### src/rtl/max_argmax_stream.sv
// Running max/argmax over a multi-beat vector: one combinational per-beat
// max_argmax is reused every beat, and the whole-vector result goes out on a valid/ready port.

module max_argmax #(
    parameter int WIDTH = 8,
    parameter int SIZE  = 3
) (
    input  logic [(2**SIZE)*WIDTH-1:0] data,
    output logic [WIDTH-1:0]           max_val,
    output logic [SIZE-1:0]            max_idx
);
    localparam int N = 2**SIZE;

    logic [WIDTH-1:0] elem [N];

    genvar gi;
    for (gi = 0; gi < N; gi++) begin : g_unpack
        assign elem[gi] = data[WIDTH*(gi+1)-1 -: WIDTH];
    end

    // Strict compare keeps the lowest index among equal maxima.
    always_comb begin
        max_val = elem[0];
        max_idx = '0;
        for (int i = 1; i < N; i++) begin
            if (elem[i] > max_val) begin
                max_val = elem[i];
                max_idx = SIZE'(i);
            end
        end
    end
endmodule

module max_argmax_stream #(
    parameter int WIDTH      = 8,
    parameter int SIZE       = 3,
    parameter int MAX_CHUNKS = 16,
    parameter int IDX_W      = SIZE + $clog2(MAX_CHUNKS)
) (
    input  logic                       clk,
    input  logic                       rst,
    input  logic                       in_valid,
    output logic                       in_ready,
    input  logic [(2**SIZE)*WIDTH-1:0] in_data,
    input  logic                       in_last,
    output logic                       out_valid,
    input  logic                       out_ready,
    output logic [WIDTH-1:0]           out_max,
    output logic [IDX_W-1:0]           out_idx,
    output logic                       out_err
);
    localparam int CHUNK_W = $clog2(MAX_CHUNKS);
    localparam int CNT_W   = CHUNK_W + 1;
    localparam logic [CNT_W-1:0] CNT_SAT = CNT_W'(MAX_CHUNKS);

    typedef enum logic {S_ACC, S_OUT} state_t;

    state_t           state_reg, state_next;
    logic [CNT_W-1:0] beat_cnt_reg, beat_cnt_next;
    logic [WIDTH-1:0] max_reg, max_next;
    logic [IDX_W-1:0] idx_reg, idx_next;
    logic             first_reg, first_next;
    logic             err_reg, err_next;

    logic [WIDTH-1:0] chunk_max;
    logic [SIZE-1:0]  chunk_arg;

    max_argmax #(
        .WIDTH (WIDTH),
        .SIZE  (SIZE)
    ) u_max_argmax (
        .data    (in_data),
        .max_val (chunk_max),
        .max_idx (chunk_arg)
    );

    always_ff @(posedge clk) begin
        if (rst) begin
            state_reg    <= S_ACC;
            beat_cnt_reg <= '0;
            max_reg      <= '0;
            idx_reg      <= '0;
            first_reg    <= 1'b1;
            err_reg      <= 1'b0;
        end else begin
            state_reg    <= state_next;
            beat_cnt_reg <= beat_cnt_next;
            max_reg      <= max_next;
            idx_reg      <= idx_next;
            first_reg    <= first_next;
            err_reg      <= err_next;
        end
    end

    always_comb begin
        state_next    = state_reg;
        beat_cnt_next = beat_cnt_reg;
        max_next      = max_reg;
        idx_next      = idx_reg;
        first_next    = first_reg;
        err_next      = err_reg;
        case (state_reg)
            S_ACC: begin
                if (in_valid) begin
                    // Beats past the window are swallowed so the producer never stalls.
                    if (beat_cnt_reg == CNT_SAT) begin
                        err_next = 1'b1;
                    end else begin
                        if (first_reg || (chunk_max > max_reg)) begin
                            max_next = chunk_max;
                            idx_next = {beat_cnt_reg[CHUNK_W-1:0], chunk_arg};
                        end
                        first_next    = 1'b0;
                        beat_cnt_next = beat_cnt_reg + 1'b1;
                    end
                    if (in_last) begin
                        state_next = S_OUT;
                    end
                end
            end
            S_OUT: begin
                if (out_ready) begin
                    state_next    = S_ACC;
                    beat_cnt_next = '0;
                    first_next    = 1'b1;
                    err_next      = 1'b0;
                end
            end
            default: state_next = S_ACC;
        endcase
    end

    // in_ready looks only at state and rst, never at out_ready.
    assign in_ready  = (state_reg == S_ACC) && !rst;
    assign out_valid = (state_reg == S_OUT);
    assign out_max   = max_reg;
    assign out_idx   = idx_reg;
    assign out_err   = err_reg;
endmodule

### config.mk
export PLATFORM = sky130hd
export DESIGN_NAME = max_argmax_stream
export DESIGN_NICKNAME = d
export VERILOG_FILES = /design/src/rtl/max_argmax_stream.sv
export SDC_FILE = /design/constraint.sdc
export NUM_CORES = 1
export LEC_CHECK = 0
export CAP_MARGIN = 20
export CORE_ASPECT_RATIO = 1.4
export CORE_MARGIN = 4
export CORE_UTILIZATION = 56
export CTS_CLUSTER_DIAMETER = 80
export DETAILED_ROUTE_END_ITERATION = 10
export PLACE_DENSITY = 0.85
export SYNTH_ARGS = -nofsm -noshare
export SYNTH_HDL_FRONTEND = slang
export SYNTH_SLANG_ARGS = --single-unit
### constraint.sdc
create_clock -name clk -period 51.2 [get_ports clk]
set_input_delay 5.12 -clock clk [delete_from_list [all_inputs] [get_ports clk]]
set_output_delay 5.12 -clock clk [all_outputs]
set_load 0.1 [all_outputs]
-- After elaboration in Yosys (flattened, before gate mapping)
Cells that the tools add are included.
- eq/ne operators: 5
- magnitude comparators: 8
- $add $sub $neg: 1
- mux-type cells: 30
- reduce and logical (&&, ||, !) cells: 6
- bitwise operators: 2
- operator list (cell ; number):
    greater-than comparator 8 bit ; 8
    2-to-1 mux 8 bit ; 7
    2-to-1 mux 5 bit ; 3
    2-to-1 mux 3 bit ; 4
    2-to-1 mux 1 bit ; 10
    case mux 5 bit (2 select lines) ; 1
    inequality test 2 bit (second input constant) ; 4
    case mux 1 bit (2 select lines) ; 3
    AND reduction 3 bit ; 2
    adder 5 x 1 -> 5 bit (second input constant) ; 1
    equality test 5 bit (second input constant) ; 1
    2-to-1 mux 2 bit ; 2
    AND reduction 4 bit ; 1
    inverter 1 bit ; 2
    logical AND 1 bit ; 1
    zero test 1 bit ; 1
    logical OR 1 bit ; 1
- word-level logic and storage cells: 58
- bits in registers: 23
- output and inout bits: 18

-- Depth between registers and ports, before layout
- depth in word-level cells: 17
- mapped depth: 86
- mapped depth without buffers: 79

-- Modules after synthesis
A second synthesis with hierarchy kept.
- cell total of the unflattened synthesis: 465
- area, all modules: 3832.4 um^2
- by module, submodules not included (module ; area each (um^2) ; cells an instance ; seq. area each (um^2) ; instances):
    max_argmax ; 2529.9 ; 330 ; 0.0 ; 1
    max_argmax_stream ; 1302.5 ; 135 ; 460.4 ; 1

-- Worst setup path before layout
Ideal clock, no wire load.
- kind: input-to-reg
- from: input in_data[1]
- to: register idx_reg[2], in the netlist out_idx[2]
- arrival time: 19.821 ns
- cell stages on the path: 85
- setup slack: 31.256 ns
- library setup time: 0.123 ns
- data required time: 51.077 ns
- path through: inv_1 -> ha_1 -> nor2b_1 -> o211ai_1 -> a21oi_1 -> o21ai_1 -> mux2i_1 -> ha_1 -> a211o_1 -> a211o_1 -> o31ai_2 -> nand2b_1 -> mux2i_1 -> or2_1 -> buf_4 -> clkbuf_1 -> nor2_1 -> a21oi_1 -> [... 49 more ...] -> o21ai_0 -> o31a_1 -> clkbuf_1 -> clkbuf_1 -> nand2_1 -> o21ai_1 -> ha_1 -> nor2b_1 -> o21ai_0 -> nand2b_1 -> a21oi_1 -> o21ai_0 -> o21ai_0 -> a21boi_1 -> nor2b_1 -> inv_1 -> nor2_1 -> a31oi_1
- cells in the longest elaborated chain, start to end: 17
- elaborated cells between the ends (all ways): 21
- classes of those cells: order compare: 8; mux: 11; reduce/logical: 2
- RTL lines (element ; line ; source):
    start: declaration ; 44 ; input logic [(2**SIZE)*WIDTH-1:0] in_data,
    greater-than comparator 8 bit ; 26 ; if (elem[i] > max_val) begin
    2-to-1 mux 8 bit (*) ; 26 ;
    greater-than comparator 8 bit ; 26 ;
    2-to-1 mux 8 bit (*) ; 26 ;
    greater-than comparator 8 bit ; 26 ;
    2-to-1 mux 8 bit (*) ; 26 ;
    greater-than comparator 8 bit ; 26 ;
    2-to-1 mux 8 bit (*) ; 26 ;
    [... 2 more ...] ; - ;
    greater-than comparator 8 bit ; 26 ;
    2-to-1 mux 8 bit (*) ; 26 ;
    greater-than comparator 8 bit ; 26 ;
    2-to-1 mux 8 bit (*) ; 26 ;
    net chunk_max[1] ; 65 ; logic [WIDTH-1:0] chunk_max;
    greater-than comparator 8 bit (*) ; 109 ; if (first_reg || (chunk_max > max_reg)) begin
    logical OR 1 bit (*) ; 109 ;
    AND reduction 4 bit (no source line) (*) ; - ;
    end signal: assignment ; 89 ; idx_reg <= idx_next;
    end: declaration ; 61 ; logic [IDX_W-1:0] idx_reg, idx_next;
Mark *: on every way through the listed nets, which the timed path passes. The rest lies on a longest branch.
A chain may end at the register's enable or synchronous reset.

-- Worst setup path in the final report
Ends and elaborated chain as after synthesis.

==> impl_metrics.env <==
export IMPL_status="completed"
export IMPL_skew_ns=0.00416
export IMPL_fmax_ghz=0.0454
export IMPL_ys_ff_latch=23
export IMPL_grt_pass1_vias=3671
export IMPL_ant_nets=0
export IMPL_drive_gt1_share_pct=7.80
export IMPL_dp_hpwl_um=8060
export IMPL_drt_iter0_markers=131
export IMPL_cp_slowest_cell="nor2_1"
export IMPL_grt_overflow_total=0
export IMPL_yosys_area_top_type="ha_1"
export IMPL_hold_viol=0
export IMPL_cts_root_buf="clkbuf_8"
export IMPL_nNetsFinal=682
export IMPL_coreArea_um2=6300
export IMPL_viasPerCell=5.97
export IMPL_r2r_cells=10
export IMPL_setup_viol=0
export IMPL_drt_total_wl_um=9420
export IMPL_r2r_end="out_idx[2]"
export IMPL_insertedDiodeCount=0
export IMPL_hp_start="out_err"
export IMPL_tightest_slew_ns=1.02
export IMPL_cts_tree="yes"
export IMPL_reg2reg_from="beat_cnt_reg[0]"
export IMPL_cts_repair_resized=0
export IMPL_wl_per_cell_um=15.1
export IMPL_endpoint_kind="flop"
export IMPL_portBuffers=86
export IMPL_relSlewSlack_pct=32.1
export IMPL_vias=3722
export IMPL_r2r_slack_ns=48.42
export IMPL_largest_reg_flops=8
export IMPL_cp_buffers_inverters=5
export IMPL_crit_type="in -> reg"
export IMPL_dieHeight_um=104
export IMPL_rows=34
export IMPL_synth_distinct_cells=66
export IMPL_drt_first_pass_iters=4
export IMPL_crit_fanout=16
export IMPL_critical_path_startpoint="in_data[1]"
export IMPL_yosys_warnings=0
export IMPL_grt_usage_pct=23.2
export IMPL_maxSlewViolCount=0
export IMPL_clockBufferDepth=2
export IMPL_timing_final_crit_period_ns=22.01
export IMPL_grt_pass1_wl_um=15800
export IMPL_busiest_layer="met2"
export IMPL_die_w_um=76.6
export IMPL_cp_required_ns=51.35
export IMPL_hold_path_class="reg -> reg"
export IMPL_post_cts_buffers=0
export IMPL_final_cell_mix="clkdlybuf4s50_1 (86), ha_1 (61), inv_1 (49)"
export IMPL_ys_seq_area_share_pct=12.5
export IMPL_critPathLaunchType="primary input"
export IMPL_clock_sinks=23
export IMPL_drc_errors=0
export IMPL_cpPeakStageDelay_ns=0.72
export IMPL_area_growth_pct=25.5
export IMPL_critPathArrivalTime_ns=22.16
export IMPL_ys_flop_type="dfxtp_1"
export IMPL_pin_count=87
export IMPL_htreeDepth=1
export IMPL_met2_usage_pct=45.7
export IMPL_path_depth=76
export IMPL_synth_edf_count=0
export IMPL_hold_buffers=0
export IMPL_cp_top_family="compound AO/OA/AOI/OAI gates"
export IMPL_grt_max_degree=18
export IMPL_period_share_pct=43.0
export IMPL_synth_fp_nets=602
export IMPL_path_common_cell="o21ai_0"
export IMPL_die_area_um2=7970
export IMPL_synth_area_leaders="ha_1 (21%), dfxtp_1 (12%), a21oi_1 (6.0%), mux2i_1 (5.4%), inv_1 (5.0%)"
export IMPL_use_met1_pct=24.6
export IMPL_fillers=506
export IMPL_numCtsBuffers=3
export IMPL_final_common_cell="clkdlybuf4s50_1"
export IMPL_netlist_area_um2=3690
export IMPL_antenna_found_initial=0
export IMPL_maxCapViolations=0
export IMPL_final_setup_tns_ns=0
export IMPL_netlist_instances=472
export IMPL_synth_async_reset_ratio_pct=0
export IMPL_postSynthAreaPerCell_um2=7.82
export IMPL_synth_top_area_share_pct=20.7
export IMPL_clk_pin_slew_ns=0.08
export IMPL_clk_latency_ns=0.26
export IMPL_grtUsageMet3_pct=3.21
export IMPL_setup_worst_path_end="out_idx[2]"
export IMPL_initial_core_util_pct=58.6
export IMPL_place_congestion=0.918
export IMPL_rsz0062_at_grt="no"
==> worst min-delay path by stage <==
stage	endpoint	slack, ns	cells after the start
floorplan	first_reg	0.44	2
global placement	out_err	0.45	2
detailed placement	first_reg	0.47	2
CTS	first_reg	0.48	2
global route	out_err	0.52	2
finish	out_err	0.48	2
==> logic make-up after synthesis <==
kind of cell    synth area share, %
mux                            6.04
compound gates                 31.2
buf+inv                        6.75
fa+ha+maj                      20.7
xor+xnor                       1.66
flops                          12.5
simple gates                   21.2
==> through the flow <==
stage / cell area, um^2 / std cells / utilization (%) / worst slack (ns) / hold WS [ns]
final: 4630 / 623 / 73.5 / 29.19 / 0.482
after global routing: 4630 / 623 / 73.5 / 27.41 / 0.525
after CTS: 4630 / 623 / 73.5 / 29.16 / 0.481
after detailed placement: 4580 / 619 / 72.8 / 29.06 / 0.470
after global placement: 4580 / 619 / 72.8 / 29.59 / 0.451
after floorplan: 3690 / 472 / - / 31.26 / 0.444
==> per-layer routing <==
layer,up-vias,wire length (um)
li1,1880,-
met1,1721,3760
met2,95,5000
met3,26,363
met4,0,294
met5,-,0
==> synth_stat cells (all sizes together), types with 3 or more instances <==
cell type	n
and3	8
nand4	9
mux2i	20
nand3	9
o21ai	35
o21a	3
o221ai	6
nand3b	6
o31ai	11
a21oi	49
nand2b	6
ha	61
and4	6
nor2b	5
a31oi	5
inv	49
nand2	45
xnor2	4
o31a	3
nor2	38
a21o	14
buf	4
dfxtp	23
clkbuf	8
nor3	9
xor2	3
==> worst min-delay path: stages, from the launching register on <==
cell	delay, ns
dfxtp_1	0.34
a31oi_1	0.04
nor2_1	0.07
==> final cells by class <==
class,instances,area (um^2),share of cell area [%]
well taps,72,90.1,1.95
multi-input cells,388,2980,64.4
flip-flops and latches,23,460,9.95
clock buffers,3,41.3,0.892
repair buffers,87,868,18.8
inverters,49,184,3.97
clock inverters,1,5.00,0.108
Power is not shown: default switching activity piles up to over one toggle a cycle in this logic, so the estimate is an artifact.
